===== src/rtl/ysyx_22040750_trap_ctrl.sv =====
// Trap sequencer: detects ecall/mret/timer at retire, strobes the CSR file for
// one cycle, captures mtvec/mepc and redirects fetch under valid/ready.
module ysyx_22040750_trap_ctrl #(
    parameter int          PC_W        = 32,
    parameter logic [63:0] ECALL_CAUSE = 64'd11,
    parameter logic [63:0] TIMER_CAUSE = 64'h8000_0000_0000_0007
) (
    input  logic            I_sys_clk,
    input  logic            I_rst_n,
    input  logic            I_wb_valid,
    input  logic [PC_W-1:0] I_wb_pc,
    input  logic [PC_W-1:0] I_wb_next_pc,
    input  logic            I_wb_ecall,
    input  logic            I_wb_mret,
    input  logic            I_timer_intr,
    input  logic [63:0]     I_csr_rd_data,
    output logic            O_csr_valid,
    output logic            O_csr_intr_wr,
    output logic            O_csr_intr_rd,
    output logic            O_csr_mret_wr,
    output logic            O_csr_mret_rd,
    output logic [31:0]     O_intr_pc,
    output logic [63:0]     O_intr_no,
    output logic            O_flush,
    output logic            O_redirect_valid,
    output logic [PC_W-1:0] O_redirect_pc,
    input  logic            I_redirect_ready,
    output logic            O_busy
);

    typedef enum logic [1:0] {IDLE, ENTER, RETURN, REDIRECT} state_t;

    state_t          state;
    logic [PC_W-1:0] epc;
    logic [63:0]     cause;
    logic [PC_W-1:0] target;

    logic            idle;
    logic            det_ecall;
    logic            det_mret;
    logic            det_timer;
    logic [PC_W-1:0] mtvec_base;
    logic [PC_W-1:0] enter_target;
    logic            unused_bits;

    // Detection is gated by reset so flush stays low while reset is held.
    assign idle      = (state == IDLE);
    assign det_ecall = I_rst_n & idle & I_wb_valid & I_wb_ecall;
    assign det_mret  = I_rst_n & idle & I_wb_valid & ~I_wb_ecall & I_wb_mret;
    assign det_timer = I_rst_n & idle & I_wb_valid & ~I_wb_ecall & ~I_wb_mret & I_timer_intr;

    assign mtvec_base = {I_csr_rd_data[PC_W-1:2], 2'b00};

    always_comb begin
        enter_target = mtvec_base;
        if (I_csr_rd_data[1:0] == 2'b01 && cause[63])
            enter_target = mtvec_base + PC_W'({cause[5:0], 2'b00});
    end

    assign O_flush       = O_busy | det_ecall | det_mret | det_timer;
    assign O_redirect_pc = target;
    assign unused_bits   = ^{I_csr_rd_data[63:PC_W], cause[62:6]};

    always_ff @(posedge I_sys_clk or negedge I_rst_n) begin
        if (!I_rst_n) begin
            state            <= IDLE;
            epc              <= '0;
            cause            <= '0;
            target           <= '0;
            O_csr_valid      <= 1'b0;
            O_csr_intr_wr    <= 1'b0;
            O_csr_intr_rd    <= 1'b0;
            O_csr_mret_wr    <= 1'b0;
            O_csr_mret_rd    <= 1'b0;
            O_intr_pc        <= '0;
            O_intr_no        <= '0;
            O_redirect_valid <= 1'b0;
            O_busy           <= 1'b0;
        end else begin
            O_csr_valid   <= 1'b0;
            O_csr_intr_wr <= 1'b0;
            O_csr_intr_rd <= 1'b0;
            O_csr_mret_wr <= 1'b0;
            O_csr_mret_rd <= 1'b0;
            O_intr_pc     <= '0;
            O_intr_no     <= '0;
            case (state)
                IDLE: begin
                    if (det_ecall || det_timer) begin
                        epc           <= det_ecall ? I_wb_pc : I_wb_next_pc;
                        cause         <= det_ecall ? ECALL_CAUSE : TIMER_CAUSE;
                        O_intr_pc     <= 32'(det_ecall ? I_wb_pc : I_wb_next_pc);
                        O_intr_no     <= det_ecall ? ECALL_CAUSE : TIMER_CAUSE;
                        O_csr_valid   <= 1'b1;
                        O_csr_intr_wr <= 1'b1;
                        O_csr_intr_rd <= 1'b1;
                        O_busy        <= 1'b1;
                        state         <= ENTER;
                    end else if (det_mret) begin
                        O_csr_valid   <= 1'b1;
                        O_csr_mret_wr <= 1'b1;
                        O_csr_mret_rd <= 1'b1;
                        O_busy        <= 1'b1;
                        state         <= RETURN;
                    end
                end
                ENTER: begin
                    target           <= enter_target;
                    O_redirect_valid <= 1'b1;
                    state            <= REDIRECT;
                end
                RETURN: begin
                    target           <= I_csr_rd_data[PC_W-1:0];
                    O_redirect_valid <= 1'b1;
                    state            <= REDIRECT;
                end
                REDIRECT: begin
                    if (I_redirect_ready) begin
                        O_redirect_valid <= 1'b0;
                        O_busy           <= 1'b0;
                        state            <= IDLE;
                    end
                end
                default: state <= IDLE;
            endcase
        end
    end

endmodule


===== config.mk =====
export PLATFORM = sky130hd
export DESIGN_NAME = ysyx_22040750_trap_ctrl
export DESIGN_NICKNAME = d
export VERILOG_FILES = /design/src/rtl/ysyx_22040750_trap_ctrl.sv
export SDC_FILE = /design/constraint.sdc
export NUM_CORES = 1
export LEC_CHECK = 0
export CAP_MARGIN = 30
export CORE_AREA = 2 2 126 79
export CTS_CLUSTER_SIZE = 14
export DETAILED_ROUTE_END_ITERATION = 10
export DIE_AREA = 0 0 128 81
export DONT_BUFFER_PORTS = 1
export GPL_TIMING_DRIVEN = 0
export PLACE_DENSITY = 0.58
export SLEW_MARGIN = 20
export SYNTH_ARGS = -nofsm -noshare
export SYNTH_HDL_FRONTEND = slang
export SYNTH_SLANG_ARGS = --single-unit

===== constraint.sdc =====
create_clock -name I_sys_clk -period 2.4 [get_ports I_sys_clk]
set_input_delay 0.72 -clock I_sys_clk [delete_from_list [all_inputs] [get_ports I_sys_clk]]
set_output_delay 0.72 -clock I_sys_clk [all_outputs]
set_load 0.01 [all_outputs]

# [Yosys cells after proc, flatten, opt, wreduce, memory -nomap -nowiden]
# Cells that the tools add are included.
[totals] wordCells=64 reg_bits=199 inputBits=135 out_inout_bits=136
[classes] n_mux=24 n_eq_ne=6 n_reduce_logical=11 bitwise_logic=12 add_sub_neg=1
[ops] operator="two-way mux 64 bit" n=3
[ops] operator="two-way mux 32 bit" n=4
[ops] operator="one-hot mux 32 bit (2 select lines)" n=1
[ops] operator="adder 32 x 8 -> 32 bit" n=1
[ops] operator="two-way mux 1 bit" n=10
[ops] operator="AND 1 bit" n=7
[ops] operator="two-way mux 2 bit" n=3
[ops] operator="one-hot mux 2 bit (3 select lines)" n=1
[ops] operator="AND reduction 2 bit" n=3
[ops] operator="nonzero test 2 bit" n=3
[ops] operator="equality test 2 x 1 -> 1 bit (second input constant)" n=2
[ops] operator="equality test 2 bit (second input constant)" n=2
[ops] operator="one-hot mux 1 bit (2 select lines)" n=2
[ops] operator="inequality test 3 x 1 -> 1 bit (second input constant)" n=1
[ops] operator="bitwise OR 1 bit" n=3
[ops] operator="AND reduction 3 bit" n=1
[ops] operator="logical NOT 2 bit" n=1
[ops] operator="inequality test 2 bit (second input constant)" n=1
[ops] operator="inverter 1 bit" n=2
[ops] operator="OR reduction 2 bit" n=1
[ops] operator="logical AND 1 bit" n=1
[ops] operator="logical OR 1 bit" n=1

# [Longest topological paths before layout]
[depth] ltp_word=9 ltp_mapped=8 mapped_depth_nobuf=7

# [Worst setup path after synthesis]
# OpenSTA, ideal clock, no wires.
[synth_path] path_type="in2reg" start="input I_csr_rd_data[2]" end="register target[26] (netlist: O_redirect_pc[26])" stages=7 t_required_ns=2.276 path_slack_ns=-0.151 setup_ns=0.124 arrival_time_ns=2.427 n_path_buf=0 cell_sequence="ha_1 > fa_1 > a21o_1 > a21oi_1 > nor4_2 > and3_1 > o31a_1"
[synth_via] elab_chain_cells=3
[synth_rtl] item="from (decl)" line="16" rtl="input logic [63:0] I_csr_rd_data,"
[synth_rtl] item="adder 32 x 8 -> 32 bit" line="57" rtl="enter_target = mtvec_base + PC_W'({cause[5:0], 2'b00});"
[synth_rtl] item="two-way mux 32 bit" line="56" rtl="if (I_csr_rd_data[1:0] == 2'b01 && cause[63])"
[synth_rtl] item="one-hot mux 32 bit (2 select lines)" line="87" rtl="case (state)"
[synth_rtl] item="to (signal assigned)" line="108" rtl="target <= enter_target;"
[synth_rtl] item="to (signal assigned)" line="113" rtl="target <= I_csr_rd_data[PC_W-1:0];"
[synth_rtl] item="to (decl)" line="36" rtl="logic [PC_W-1:0] target;"
# Every way passes these cells.
# A chain may end at the register's enable or synchronous reset.

# [Final worst setup path]
[layout_path] start="register state[0]" end="register target[24] (netlist: O_redirect_pc[24])"
[layout_via] elab_chain_cells=2 elab_cells_between_ends=4 cone_classes="eq/ne (2); mux (1); reduce/logical (1)"
[layout_rtl] item="from (decl)" line="33" rtl="state_t state;"
[layout_rtl] item="from (signal assigned)" line="66" rtl="state <= IDLE;"
[layout_rtl] item="from (signal assigned)" line="98" rtl="state <= ENTER;"
[layout_rtl] item="from (signal assigned)" line="104" rtl="state <= RETURN;"
[layout_rtl] item="equality test 2 bit / equality test 2 x 1 -> 1 bit (equally long branches)" line="87"
[layout_rtl] item="one-hot mux 32 bit (2 select lines) / nonzero test 2 bit (equally long branches)"
# Parallel ways exist; a longest one is shown, timed or not.

==> summary.txt <==
Cells and area
  – Nets: 624
  – Area grow syn2layout: 17.9%
  – Share of post-route cells with drive strength above 1: 20.2%
  – Final Cell Area: 4800 um^2
  – Ant diodes: 0
  – Layout Cells excl Fill: 606

Outcome
  – Outcome: finished clean

Placed design
  – Placed Area: 4450 um^2
  – Port Buf Inserts: 0
  – Post-DP HPWL: 7.83 mm
  – Placed cells: 589
  – Gp weighted congestion: 0.853

Routing
  – Met1 wire length: 4.61 mm
  – Vias: 3072
  – Routed met2 length: 4.57 mm
  – WL met3: 1.04 mm
  – DRT Pass-1 Iters: 4
  – Residual DRC: 0
  – DR WL/cell: 17.0 um
  – Top Metal Used: met4
  – Via-to-Cell Ratio: 5.07
  – Detailed Route Iter0 Violations: 158
  – Number of routed nets with antenna violations: 0
  – Post-Route WL: 10.3 mm

Critical path
  – WP data required: 2.65 ns
  – Reg-to-Reg Start: state[0]
  – Critical path class: reg2reg
  – R2R Setup Slk: 0.08 ns
  – Critical Path AT: 2.57 ns
  – FF-to-FF path depth: 8
  – Worst setup SP type: flip-flop
  – FF-to-FF End: O_redirect_pc[24]
  – Worst setup EP type: flip-flop
  – Crit Path Max Fanout: 8

Synth
  – Area share of fa/ha/maj cells after synthesis: 2.64%
  – Synth cell types: 52
  – Synth Area in XOR/XNOR: 3.66%
  – Number of flops mapped to enable cells by yosys: 0
  – Synth Area in Compound Gates: 16.1%
  – Async set or reset register ratio after synthesis: 100%
  – Syn_area_per_cell: 9.90 um^2
  – #FFs+latches synth: 76
  – Multiplexer share of the synthesized area: 0.277%
  – Register area share after synthesis: 46.7%
  – Mapped Area: 4070 um^2
  – Simple-gate portion of the synthesized area: 15.9%
  – Top_reg_cell synth: dfrtp_1
  – Warnings from Yosys: 0
  – Cells after Synth: 411
  – Largest family of logic cells by synthesized area: compound AO/OA/AOI/OAI gates

Global routing
  – Gr ovfl total: 0
  – Largest net degree at the start of global routing: 79
  – Vias in the first global route: 2741
  – Initial antenna violation count: 0
  – First-pass GRT wire length: 14.9 mm
  – Total GRT Usage: 19.1%

STA
  – Clock skew after layout: 0.00667 ns
  – Final min period: 2.32 ns
  – Slew Limit Fails: 0
  – Rel. slew slack: 57.9%
  – Final period utilization: 96.7%
  – Worst-Margin Slew: 0.626 ns
  – Max Clock Freq: 431 MHz
  – RSZ-0062 raised after global routing: yes
  – Final hold vios: 0
  – Final setup viols: 0

Clock network
  – Clk slew on worst S/H paths: 0.06 ns
  – CTS tree: built
  – Clock latency on the worst-skew pair: 0.33 ns
  – Root Buffer: clkbuf_16
  – CTS HTree Levels: 3
  – Num CTS Buffers: 9
  – TritonCTS Sinks: 76
  – CTS Buffer Depth: 2
  – Hold Buf Count CTS: 0

Floorplan
  – Die height: 81 um
  – Core ar.: 9390 um^2
  – Die W: 128 um
  – Die Outline Area: 10400 um^2
  – Core Rows: 28
  – Io pins: 271
  – Starting Density: 43.3%

Worst hold path
  – Worst hold-check path type: in2async

Run
  – Max cap viols: 0

Power
  – Max rail drop VDD: 397 uV
  – Pwr dens: 1080 nW/um^2
  – LEAKAGE: 2.28 nW
## through the flow
step                      hold slack, ns  setup TNS, ns  setup WS [ns]  power, mW  util (%)
final                             0.0781              0         0.0803       5.17      51.1
after global routing              0.0634        -0.0711        -0.0355       5.56      51.1
after CTS                         0.0643              0         0.0102       5.18      50.8
after detailed placement           0.425          -1.94         -0.322       3.79      47.4
after global placement             0.426          -1.49         -0.315       3.74      47.4
after floorplan                    0.424              0         0.0137       3.32         -
## how the worst max path moves through the flow
| stage | start | end | cells after the start |
|---|---|---|---|
| 5_1_grt | state[1] | O_redirect_pc[3] | 6 |
| 3_3_place_gp | I_csr_rd_data[2] | O_redirect_pc[26] | 7 |
| 6_report | state[0] | O_redirect_pc[24] | 8 |
| 3_5_place_dp | I_csr_rd_data[2] | O_redirect_pc[26] | 7 |
| 4_1_cts | state[0] | O_redirect_pc[24] | 8 |
| 2_1_floorplan | I_csr_rd_data[2] | O_redirect_pc[26] | 7 |
## cell usage in the layout, fill, tap and decap left out, drive strengths merged, types with 3 or more instances in the layout
master	netlist	routed
a21o	3	3
a21oi	20	20
a22o	32	32
a31oi	7	7
and3	6	6
and4	4	4
buf	66	68
clkbuf	15	26
clkinv	1	3
conb	1	59
dfrtp	76	76
ha	7	7
inv	13	13
nand2	24	24
nand3	14	14
nand4	5	5
nor2	33	33
nor3	9	9
nor4	9	9
o21ai	13	13
or3	3	3
xnor2	14	14
xor2	3	3
## final cells by class
class                           count  area (um^2)
Buffer                             81          553
Clock buffer                       12          256
Clock inverter                      4         47.5
Fill cell                         889         4590
Inverter                           14         52.6
Multi-Input combinational cell    298         1830
Sequential cell                    76         1900
Tap cell                          120          150
Timing Repair Buffer                1         7.51
## layer usage
metal	global-route usage [%]	vias up
met5	0	-
met4	5.16	0
met3	8.04	10
met2	27.7	151
met1	26.2	1436
li1	-	1475
## power breakdown
| part | switching (mW) | leakage (nW) | total (mW) | internal [mW] |
|---|---|---|---|---|
| Clock | 0.513 | 0.149 | 1.37 | 0.858 |
| Combinational | 1.07 | 1.17 | 1.73 | 0.653 |
| Sequential | 0.412 | 0.959 | 2.07 | 1.66 |
## logic make-up (layout without fill, tap and decap cells)
| group | Yosys count | after routing |
|---|---|---|
| fa+ha+maj | 8 | 8 |
| buf+inv | 95 | 112 |
| xor+xnor | 17 | 17 |
| flops | 76 | 76 |
| compound gates | 92 | 92 |
| other cells | 1 | 59 |
| simple gates | 121 | 121 |
| mux | 1 | 1 |
## Yosys cell counts (3+ instances only)
cell / number / area [um^2]
nand2_1: 24 / 90.1
inv_1: 13 / 48.8
clkbuf_1: 15 / 56.3
a31oi_1: 7 / 43.8
nor2_1: 33 / 124
a21oi_1: 20 / 100
and4_1: 3 / 26.3
ha_1: 7 / 87.6
o21ai_0: 13 / 65.1
nand4_1: 5 / 31.3
dfrtp_1: 76 / 1900
buf_4: 64 / 480
nor4_1: 8 / 50.1
nand3_1: 13 / 65.1
a22o_1: 32 / 280
a21o_1: 3 / 22.5
nor3_1: 9 / 45.0
xnor2_1: 14 / 123
and3_1: 6 / 37.5
xor2_1: 3 / 26.3
or3_1: 3 / 18.8
## critical path: stages (launching register included)
cell,delay [ns]
dfrtp_1,0.35
inv_1,0.08
ha_2,0.22
nand4bb_1,0.20
buf_6,0.16
or3_1,0.39
or3_1,0.32
or3_1,0.36
a31oi_1,0.17
## sequential cells by signal, indices dropped and copies added, names as in the netlist
register          flops
O_intr_pc            32
O_redirect_pc        32
O_intr_no             3
cause                 3
state                 2
O_busy                1
O_csr_mret_rd         1
O_csr_valid           1
O_redirect_valid      1
## what timing repair did
item                                    CTS  global route
gates resized for setup                   4             9
pin swaps                                 0             3
endpoints found under the setup margin    6            23
setup buffers                             0             1
No activity file was read; power rests on OpenSTA's default activity.
